## src/rtl/rr_arb_pkg.sv

```systemverilog
// ============================================================================
// rr_arb_pkg : shared types and helpers for the round-robin one-hot arbiter
// Revision   : 1.0
// ============================================================================
`default_nettype none

package rr_arb_pkg;

    typedef enum logic [1:0] {
        IDLE  = 2'd0,
        GRANT = 2'd1,
        GAP   = 2'd2
    } arb_state_e;

    localparam int unsigned MAX_REQ = 16;

    // Index width for a requester count; never narrower than one bit.
    function automatic int unsigned idx_width(input int unsigned n);
        return (n <= 1) ? 1 : $clog2(n);
    endfunction

    function automatic logic [MAX_REQ-1:0] to_onehot(input logic [3:0] idx);
        return MAX_REQ'(1) << idx;
    endfunction

endpackage

`default_nettype wire

```

## src/rtl/rr_pick.sv

```systemverilog
// ============================================================================
// rr_pick  : combinational round-robin picker, first set req bit from ptr up
// Revision : 1.0
// ============================================================================
`default_nettype none

module rr_pick
    import rr_arb_pkg::*;
#(
    parameter int N_REQ = 4,
    parameter int IDX_W = idx_width(N_REQ)
) (
    input  logic [N_REQ-1:0] req,
    input  logic [IDX_W-1:0] ptr,
    output logic             valid,
    output logic [IDX_W-1:0] winner
);

    // Scan offsets from farthest to nearest so the nearest hit is written last.
    always_comb begin
        int             sum;
        logic [IDX_W-1:0] cand;
        valid  = 1'b0;
        winner = '0;
        for (int i = N_REQ - 1; i >= 0; i--) begin
            sum = int'(ptr) + i;
            if (sum >= N_REQ) begin
                sum = sum - N_REQ;
            end
            cand = IDX_W'(sum);
            if (req[cand]) begin
                valid  = 1'b1;
                winner = cand;
            end
        end
    end

endmodule

`default_nettype wire

```

## src/rtl/rr_onehot_arbiter.sv

```systemverilog
// ============================================================================
// rr_onehot_arbiter : registered one-hot round-robin arbiter, break-before-make
// Optional checks   : RR_ONEHOT_ARBITER_CHECK_EN        Revision : 1.0
// ============================================================================
`default_nettype none

module rr_onehot_arbiter
    import rr_arb_pkg::*;
#(
    parameter int N_REQ    = 4,
    parameter int MAX_HOLD = 8
) (
    input  logic                         clk,
    input  logic                         rst_n,
    input  logic [N_REQ-1:0]             req,
    input  logic                         done,
    output logic [N_REQ-1:0]             gnt,
    output logic [idx_width(N_REQ)-1:0]  gnt_id,
    output logic                         busy,
    output logic                         timeout
);

    localparam int IDX_W = idx_width(N_REQ);

    arb_state_e       state, state_nx;
    logic [7:0]       cnt, cnt_nx;
    logic [IDX_W-1:0] ptr, ptr_nx, id_nx, pick_idx;
    logic [N_REQ-1:0] gnt_nx;
    logic             busy_nx, to_nx, pick_valid;

    rr_pick #(
        .N_REQ (N_REQ),
        .IDX_W (IDX_W)
    ) u_pick (
        .req    (req),
        .ptr    (ptr),
        .valid  (pick_valid),
        .winner (pick_idx)
    );

    always_ff @(posedge clk or negedge rst_n) begin
        if (!rst_n) begin
            state   <= IDLE;
            cnt     <= '0;
            ptr     <= '0;
            gnt     <= '0;
            gnt_id  <= '0;
            busy    <= 1'b0;
            timeout <= 1'b0;
        end else begin
            state   <= state_nx;
            cnt     <= cnt_nx;
            ptr     <= ptr_nx;
            gnt     <= gnt_nx;
            gnt_id  <= id_nx;
            busy    <= busy_nx;
            timeout <= to_nx;
        end
    end

    always_comb begin
        state_nx = state;
        cnt_nx   = cnt;
        ptr_nx   = ptr;
        gnt_nx   = gnt;
        id_nx    = gnt_id;
        busy_nx  = busy;
        to_nx    = 1'b0;
        case (state)
            IDLE, GAP: begin
                if (pick_valid) begin
                    state_nx = GRANT;
                    gnt_nx   = N_REQ'(to_onehot(4'(pick_idx)));
                    id_nx    = pick_idx;
                    busy_nx  = 1'b1;
                    cnt_nx   = '0;
                end else begin
                    state_nx = IDLE;
                    gnt_nx   = '0;
                    busy_nx  = 1'b0;
                end
            end
            GRANT: begin
                // done/withdraw outrank expiry, so timeout only fires on a pure expiry.
                if (done || !req[gnt_id] || (cnt == 8'(MAX_HOLD - 1))) begin
                    state_nx = GAP;
                    gnt_nx   = '0;
                    busy_nx  = 1'b0;
                    cnt_nx   = '0;
                    ptr_nx   = (gnt_id == IDX_W'(N_REQ - 1)) ? '0 : gnt_id + 1'b1;
                    to_nx    = !done && req[gnt_id];
                end else begin
                    cnt_nx = cnt + 8'd1;
                end
            end
            default: begin
                state_nx = IDLE;
                gnt_nx   = '0;
                busy_nx  = 1'b0;
                cnt_nx   = '0;
            end
        endcase
    end

`ifdef RR_ONEHOT_ARBITER_CHECK_EN
    logic [N_REQ-1:0] id_oh;
    assign id_oh = N_REQ'(to_onehot(4'(gnt_id)));

    a_onehot: assert property (@(posedge clk) disable iff (!rst_n) $onehot0(gnt))
        $info("onehot ok"); else $error("gnt not onehot0");
    a_busy: assert property (@(posedge clk) disable iff (!rst_n) busy == (|gnt))
        $info("busy ok"); else $error("busy disagrees with gnt");
    a_id: assert property (@(posedge clk) disable iff (!rst_n) busy |-> (gnt == id_oh))
        $info("gnt_id ok"); else $error("gnt_id disagrees with gnt");
    a_bbm: assert property (@(posedge clk) disable iff (!rst_n)
            (($past(gnt) != '0) && (gnt != '0)) |-> (gnt == $past(gnt)))
        $info("gap ok"); else $error("owner changed without gap");
    a_to: assert property (@(posedge clk) disable iff (!rst_n)
            timeout |-> ((gnt == '0) && ($past(gnt) != '0)))
        $info("timeout ok"); else $error("timeout without falling gnt");
`endif

endmodule

`default_nettype wire

```

## config.mk

```make
export PLATFORM = sky130hd
export DESIGN_NAME = rr_onehot_arbiter
export DESIGN_NICKNAME = d
export VERILOG_FILES = /design/src/rtl/rr_arb_pkg.sv /design/src/rtl/rr_pick.sv /design/src/rtl/rr_onehot_arbiter.sv
export SDC_FILE = /design/constraint.sdc
export NUM_CORES = 1
export LEC_CHECK = 0
export ABC_CLOCK_PERIOD_IN_PS = 5170
export CAP_MARGIN = 20
export CORE_ASPECT_RATIO = 1.2
export CORE_MARGIN = 4
export CORE_UTILIZATION = 55
export DETAILED_ROUTE_END_ITERATION = 6
export HOLD_SLACK_MARGIN = 0.02
export PLACE_DENSITY = 0.82
export SLEW_MARGIN = 20
export SYNTH_ARGS = -nofsm -noshare
export SYNTH_HDL_FRONTEND = slang
export SYNTH_SLANG_ARGS = --single-unit
```

## constraint.sdc

```tcl
create_clock -name clk -period 5.17 [get_ports clk]
set_input_delay 1.2925 -clock clk [delete_from_list [all_inputs] [get_ports clk]]
set_output_delay 1.2925 -clock clk [all_outputs]
set_load 0.005 [all_outputs]
```

==> impl_metrics.json <==
{
  "status": "completed",
  "cts_setup_buffers": 0,
  "dpl_worst_slack_ns": 1.97,
  "core-area_um2": 1830,
  "cp-end-kind": "flop",
  "finish.net_count": 122,
  "clock_skew_ns": 0.00717,
  "tightest_slew_ns": 0.887,
  "avgSynthCellArea_um2": 11.0,
  "grt_start_max_net_pins": 21,
  "diodes": 0,
  "start_util_pct": 57.5,
  "min_period_ns": 2.98,
  "netlist.area_leader.share_pct": 47.6,
  "synth_area_um2": 1050,
  "track_usage_pct": 16.5,
  "worst_slack_ns": 2.19,
  "synth-edff-count": 0,
  "overflow": 0,
  "drtIter0Drc": 18,
  "multi_input_area_um2": 533,
  "netlist_instances": 96,
  "syn_to_final_growth_pct": 17.6,
  "cellPowerDensity_nw_per_um2": 449,
  "setup_viol": 0,
  "num-fill-cells": 141,
  "postSynth.asyncResetShare_pct": 100,
  "place.gp.congestion": 0.844,
  "fmax_mhz": 336,
  "seqCellArea_um2": 500,
  "cts_max_level": 1,
  "fin_crit_sh_pct": 57.5,
  "path_clk_slew_ns": 0.11,
  "arrival_ns": 3.22,
  "p_leak_nw": 0.519,
  "die_area_um2": 2680,
  "hp-class": "flop to flop",
  "antenna_found_initial": 0,
  "synth_largest_area_cell": "dfrtp_1",
  "route.vias.total": 794,
  "drt_wl_total_um": 2040,
  "rsz0062_at_grt": "false",
  "ios": 15,
  "synth.area.top_cells": "dfrtp_1 (48%), o2bb2ai_1 (4.2%), nand2_1 (3.9%)",
  "clk_latency_ns": 0.29,
  "ys.flop_type": "dfrtp_1",
  "cts_root_buffer": "clkbuf_4",
  "wl_per_cell_um": 15.6,
  "cts_buffers": 3,
  "port_buffers": 14,
  "grt_pass1_wl_um": 3250,
  "cts_hold_buf": 0,
  "holdWs_ns": 0.497,
  "drc": 0,
  "synth-seq-area-share_pct": 47.6,
  "crit_fanout": 8,
  "max_slew_margin_pct": 40.7,
  "vias_per_cell": 6.06,
  "cts_sinks": 20,
  "drive_gt1_share_pct": 12.5,
  "start_kind": "primary input",
  "clock_path_buffers": 2,
  "crit_chain": "clkdlybuf4s50_1 > nor4_1 > nor2b_1 > a31o_2 > a22o_1",
  "worstPathRequired_ns": 5.41,
  "ys.warnings.count": 0,
  "syn_nets": 105,
  "critical_path.slowest_cell": "nor2b_1",
  "firstDrtPassIters": 4,
  "totalPowerFinal_mw": 0.555,
  "placementRows": 17,
  "irDropWorstVdd_v": 0.000282,
  "drv_slew": 0,
  "post_cts_resized": 0,
  "setup_tns_ns": 0,
  "cts_tree": "yes",
  "synth.distinct_cells": 38,
  "hpwlAfterDp_um": 1470,
  "worstSetupPathType": "primary input to flop",
  "antenna_left": 0,
  "finalHoldViolCount": 0,
  "yosys_register_bits": 20,
  "die_h_um": 55.9,
  "die_w_um": 47.9,
  "grt_pass1_vias": 763,
  "cap_violations": 0,
  "cpPeakStageDelay_ns": 0.56
}
[worst max-delay path: cells and delay by family]
kind                   cells  cell delay (ns)
buffers and inverters      1             0.51
AO/OA/AOI/OAI              2             0.32
AND/OR/NAND/NOR            2             1.09
[power by group]
group	switching (mW)	total, mW	internal, mW
Clock	0.0455	0.0884	0.0429
Sequential	0.0415	0.240	0.198
Combinational	0.102	0.227	0.125
[final timing paths]
kind / from / end / slack (ns) / cells after the start
setup / recovery: req[2] / cnt[7] / 2.19 / 5
hold / removal: busy / busy / 0.50 / 1
setup reg to reg: cnt[5] / ptr[1] / 3.18 / 4
hold reg to reg: busy / busy / 0.50 / 1
max in group asynchronous: rst_n / gnt[1] / 3.13 / 1
min in group asynchronous: rst_n / state[0] / 1.49 / 1
[cells in the final DEF (no fill, tap or decap), types with 2 or more instances in the layout]
cell,n
a22o_1,4
clkdlybuf4s50_1,14
clkbuf_4,3
nor3b_1,2
nand2b_1,4
nor2b_1,3
o21ai_0,3
nand3_1,3
mux2i_1,4
a31o_2,3
nor2_1,6
ha_1,2
nand2_1,11
o2bb2ai_1,5
dfrtp_1,20
mux2_1,2
[cell families (layout without fill, tap and decap cells)]
| logic type | count (synthesis) | count (layout) | synth area share [%] |
|---|---|---|---|
| simple gates | 36 | 36 | 18.3 |
| compound gates | 27 | 27 | 22.1 |
| flops | 20 | 20 | 47.6 |
| mux | 7 | 7 | 7.02 |
| buf+inv | 3 | 19 | 1.78 |
| fa+ha+maj | 2 | 2 | 2.38 |
| xor+xnor | 1 | 1 | 0.832 |
[Yosys cell counts (2+ instances only)]
master / number
a22o_1: 4
a31o_2: 3
dfrtp_1: 20
ha_1: 2
mux2_1: 2
mux2i_1: 4
nand2_1: 11
nand2b_1: 4
nand3_1: 3
nor2_1: 6
nor2b_1: 3
nor3b_1: 2
o21ai_0: 3
o2bb2ai_1: 5
[area by class of cell]
type | instances | area share [%]
Inverter | 1 | 0.303
Tap cell | 19 | 1.92
Timing Repair Buffer | 14 | 11.3
Multi-Input combinational cell | 73 | 43.1
Sequential cell | 20 | 40.4
Clock buffer | 4 | 2.93
[per-layer routing]
metal,vias up,track usage (%),part of all wire [%]
li1,394,-,-
met1,373,20.9,46
met2,23,26.1,49
met3,4,2.91,3.6
met4,0,7.31,1.8
met5,-,0,0
[state kept, by name, indices dropped and copies added, names as in the netlist]
name and count:
gnt_id 2, gnt 4, busy 1, ptr 2, cnt 8, state 2, timeout 1
[through the flow]
| stage | std cells | util, % | area, um2 |
|---|---|---|---|
| 2_1_floorplan | 96 | - | 1050 |
| 3_3_place_gp | 127 | 65.7 | 1200 |
| 3_5_place_dp | 127 | 65.7 | 1200 |
| 4_1_cts | 131 | 67.6 | 1240 |
| 5_1_grt | 131 | 67.6 | 1240 |
| 6_report | 131 | 67.6 | 1240 |
Note: power is estimated with default switching activity, not from simulation.
